`config.mk`:
```
export PLATFORM = sky130hd
export DESIGN_NAME = rr_arbiter32
export DESIGN_NICKNAME = d
export VERILOG_FILES = /design/src/rtl/rr_arbiter32.sv
export SDC_FILE = /design/constraint.sdc
export NUM_CORES = 1
export LEC_CHECK = 0
export ABC_CLOCK_PERIOD_IN_PS = 5700
export CORE_MARGIN = 8
export CORE_UTILIZATION = 54
export DETAILED_ROUTE_END_ITERATION = 8
export GPL_TIMING_DRIVEN = 0
export PLACE_DENSITY = 0.83
export SYNTH_ARGS = -nofsm -noshare
export SYNTH_HDL_FRONTEND = slang
export SYNTH_SLANG_ARGS = --single-unit
```
`constraint.sdc`:
```
create_clock -name clk -period 5.7 [get_ports clk]
set_clock_uncertainty 0.2 [all_clocks]
set_input_delay 0.57 -clock clk [delete_from_list [all_inputs] [get_ports clk]]
set_output_delay 0.57 -clock clk [all_outputs]
set_load 0.02 [all_outputs]
```
`src/rtl/rr_arbiter32.sv`:
```
`default_nettype none
// ============================================================================
// Module      : rr_arbiter32
// Description : 32-requester round-robin arbiter with a binary grant index,
//               a release handshake and a watchdog that reclaims stuck grants.
// Revision    : 1.0 - initial release
// ============================================================================
module rr_arbiter32 #(
    parameter int MAX_HOLD = 8
) (
    input  logic        clk,
    input  logic        rst_n,
    input  logic [31:0] req,
    input  logic        done,
    output logic        gnt_valid,
    output logic [4:0]  gnt_idx,
    output logic        timeout
);

    typedef enum logic [0:0] {
        ST_IDLE  = 1'b0,
        ST_GRANT = 1'b1
    } state_t;

    // Counter value seen during the last cycle a grant may remain valid.
    localparam logic [7:0] C_HOLD_LAST = 8'(MAX_HOLD - 1);

    state_t      state_q, state_d;
    logic [4:0]  ptr_q, ptr_d;
    logic [7:0]  cnt_q, cnt_d;
    logic        gnt_valid_q, gnt_valid_d;
    logic [4:0]  gnt_idx_q, gnt_idx_d;
    logic        timeout_q, timeout_d;

    logic        w_found;
    logic [4:0]  w_sel_idx;

    // Scan from ptr upward; 5-bit index arithmetic wraps 31 back to 0.
    always_comb begin
        w_found   = 1'b0;
        w_sel_idx = ptr_q;
        for (int i = 0; i < 32; i++) begin
            if (!w_found && req[ptr_q + 5'(i)]) begin
                w_found   = 1'b1;
                w_sel_idx = ptr_q + 5'(i);
            end
        end
    end

    always_comb begin
        state_d     = state_q;
        ptr_d       = ptr_q;
        cnt_d       = cnt_q;
        gnt_valid_d = gnt_valid_q;
        gnt_idx_d   = gnt_idx_q;
        timeout_d   = 1'b0;
        case (state_q)
            ST_IDLE: begin
                gnt_valid_d = 1'b0;
                if (w_found) begin
                    state_d     = ST_GRANT;
                    gnt_valid_d = 1'b1;
                    gnt_idx_d   = w_sel_idx;
                    cnt_d       = 8'd0;
                end
            end
            ST_GRANT: begin
                // A done in the final watchdog cycle wins: plain release, no pulse.
                if (done || (cnt_q == C_HOLD_LAST)) begin
                    state_d     = ST_IDLE;
                    gnt_valid_d = 1'b0;
                    ptr_d       = gnt_idx_q + 5'd1;
                    cnt_d       = 8'd0;
                    timeout_d   = ~done;
                end else begin
                    cnt_d = cnt_q + 8'd1;
                end
            end
            default: begin
                state_d     = ST_IDLE;
                gnt_valid_d = 1'b0;
            end
        endcase
    end

    always_ff @(posedge clk or negedge rst_n) begin
        if (!rst_n) begin
            state_q     <= ST_IDLE;
            ptr_q       <= 5'd0;
            cnt_q       <= 8'd0;
            gnt_valid_q <= 1'b0;
            gnt_idx_q   <= 5'd0;
            timeout_q   <= 1'b0;
        end else begin
            state_q     <= state_d;
            ptr_q       <= ptr_d;
            cnt_q       <= cnt_d;
            gnt_valid_q <= gnt_valid_d;
            gnt_idx_q   <= gnt_idx_d;
            timeout_q   <= timeout_d;
        end
    end

    assign gnt_valid = gnt_valid_q;
    assign gnt_idx   = gnt_idx_q;
    assign timeout   = timeout_q;

endmodule
`default_nettype wire

```
==> results.toml <==
[run_status]
status = "finished, violations left"
failed_checks = "setup timing"

[logic_synthesis]
syn-num-nets = 922
synth-async-reset-ratio = 1.00
yosys_register_bits = 21
ys_dominant_reg_cell = "dfrtp_1"
yosysSeqAreaShare = 0.0722
synth.cell_area_mm2 = 0.00728
syn-instance-count = 873
synth_enable_flop_cells = 0
netlist-cell-type-count = 85
synth.yosys.warnings = 0
syn_avg_cell_area_um2 = 8.34

[placement]
port-buffer-count = 41
pre_cts_slack_ns = -1.79
routabilityCongestion = 1.07
placement.cell_area_mm2 = 0.00791
dpl.hpwl_um = 22600

[timing]
final_hold_viol_count = 0
slew_headroom = 0.279
setup_slack_of_the_critical_path_after_layout_ns = -0.0221
finalCriticalPeriod_ns = 5.72
timing.final.setup_violations = 1
finalCritPeriodShare = 1.00
tightestPinTransition_ns = 1.07
slew_viol_final = 0
maximum_clock_rate_mhz = 175

[setup_path]
peak_fanout_along_the_critical_path = 11
worstSetupPathType = "reg2reg"
timing.critical_path.slowest_stage_cell = "or4_4"
cp_data_arrival_time_ns = 5.65
crit_path_end_kind = "flip-flop"
crit_path_max_incr_delay_ns = 0.59
start_kind = "flip-flop"
cp.required_ns = 5.63
crit_path_launch = "ptr_q[3]"
rr_startpoint = "ptr_q[3]"
crit_chain = "buf_2, buf_2, inv_2, ha_1, clkinv_1, mux4_2, or2_2, o21ai_2, or4b_4, or4_4, nor3b_4, a211o_1, a21oi_1, or4_4, a41oi_2, o31ai_1"

[die]
design.portCount = 42
chipWidth_um = 132
initial_core_util = 0.552
die-area_mm2 = 0.0174
rows = 42
die_h_um = 132
core_area_mm2 = 0.0132

[worst_hold_path]
min-delay-start = "cnt_q[1]"
hold_class = "reg2reg"

[layout]
drive_gt1_frac = 0.279
n_antenna_cell = 0
net_count_final = 1007
areaGrowthSynthToFinish_pct = 20.1
final_area_mm2 = 0.00874

[job]
max_cap_violations = 0

[clock_network]
cts.root.buffer_cell = "clkbuf_16"
clkLatencyLatePin_ns = 0.26
tritoncts_buffers = 3
htreeDepth = 1
clk_path_buf_depth = 2
holdBufCountCts = 0
numClockSinks = 21
cts_tree = "done"
clk_pin_slew_ns = 0.06

[global_routing]
global_route.usage.met2 = 0.494
grt_usage = 0.337
grt_pass1_vias = 8166
antenna_found_initial = 0
grt_start_max_net_pins = 22
grt_use_met1 = 0.436
use_met3 = 0.0957
grt_pass1_wl_um = 47000
globalRoute.busiestLayer = "met2"
grt_remaining_overflow = 0

[detailed_routing]
detailedRoute.firstIterationViolations = 1667
drc_errors = 0
detailedRoute.firstPassIterationCount = 6
detail_route.wirelength_um = 32000
postRouteAntennaNets = 0
vias_per_cell = 7.80
route.detailed.wl_per_inst_um = 28.2
via_count = 8838
Yosys cell counts (11+ instances only):
cell      count  area share
nor3_1       20       0.014
a21oi_1      48       0.033
clkbuf_1     31       0.016
buf_2        16       0.011
nand2_1      92       0.047
o22ai_1      11      0.0095
nor2_1       71       0.037
xor2_1       12       0.014
mux4_2       68        0.21
xnor2_1      17       0.020
mux2i_1      67       0.092
ha_1         14       0.024
inv_1        13      0.0067
dfrtp_1      21       0.072
nand3_1      24       0.017
mux2_2       33       0.051
o211ai_1     11       0.011
nor4_1       19       0.016
o21ai_0      61       0.042
nand2b_1     13       0.011
nor2b_1      19       0.016
routing by layer:
metal	wire, um	up-vias
li1	-	3620
met1	11400	4099
met2	13500	914
met3	5010	205
met4	2080	0
met5	0	-
path summary, 6_finish.rpt:
kind	end	slack, ns	depth (start not counted)
setup / recovery	gnt_idx[1]	-0.02	16
hold / removal	cnt_q[1]	0.31	2
setup reg to reg	gnt_idx[1]	-0.02	16
hold reg to reg	cnt_q[1]	0.31	2
max in group asynchronous	ptr_q[2]	4.00	1
min in group asynchronous	timeout	0.65	1
cell type report:
cell class	count	area [um^2]
Timing Repair Buffer	82	748
Tap cell	176	220
Fill cell	1046	4450
Multi-Input combinational cell	777	6700
Clock inverter	1	7.51
Sequential cell	21	528
Buffer	56	379
Clock buffer	3	75.1
Inverter	17	80.1
cells by family (layout without fill, tap and decap cells):
logic type,Yosys count,after routing,synth area share
compound gates,235,235,0.213
mux,176,176,0.380
simple gates,322,322,0.225
fa+ha+maj,14,14,0.0241
buf+inv,75,159,0.0487
xor+xnor,30,30,0.0371
flops,21,21,0.0722
placed cells by master (no fill, tap or decap), types with 7 or more instances in the layout:
cell type	n
clkdlybuf4s50_1	41
buf_6	8
nand4_1	8
or2_2	9
and3_1	7
nand3_1	22
nor2_1	64
buf_4	44
dfrtp_1	19
nor2b_1	18
nor4_1	17
buf_2	9
xnor2_1	12
o22ai_1	11
a21oi_1	47
ha_1	11
nand2_1	92
o21ai_0	61
o31ai_1	8
a21boi_0	10
inv_1	12
nor3_1	18
nand2b_1	13
mux4_2	73
clkbuf_2	8
a211oi_1	7
a22oi_1	10
mux2i_1	59
o211ai_1	11
xor2_1	11
mux2_2	32
clkbuf_1	19
through the flow:
step / TNS, ns / std cells / hold WS (ns) / util
6_report: -0.0221 / 1133 / 0.310 / 0.663
5_1_grt: -0.196 / 1133 / 0.368 / 0.663
3_3_place_gp: -22.61 / 1090 / 0.297 / 0.600
4_1_cts: 0 / 1118 / 0.315 / 0.640
3_5_place_dp: -22.57 / 1090 / 0.302 / 0.600
2_1_floorplan: 0 / 873 / 0.0744 / -
worst max-delay path, delay by kind of cell, from the launching register on:
kind	cells	cell delay (ns)
adder cells (fa/ha/maj)	1	0.39
multiplexers	1	0.42
AO/OA/AOI/OAI	5	0.63
flip-flops	1	0.39
AND/OR/NAND/NOR	5	2.24
buffers and inverters	4	1.31
timing repair:
| action | in CTS | in global routing |
|---|---|---|
| setup endpoints to repair | 15 | 15 |
| gates cloned | 0 | 1 |
| pin swaps | 8 | 11 |
| setup buffers | 25 | 15 |
| resized for setup | 74 | 47 |
state kept, by name (all words and copies together) (netlist names):
register	count
timeout	1
gnt_valid	1
state_q	1
cnt_q	8
gnt_idx	5
ptr_q	5
Power is left out: the tool's default activity adds up to more than one toggle a clock period on the data nets, which glitch-free logic cannot reach.
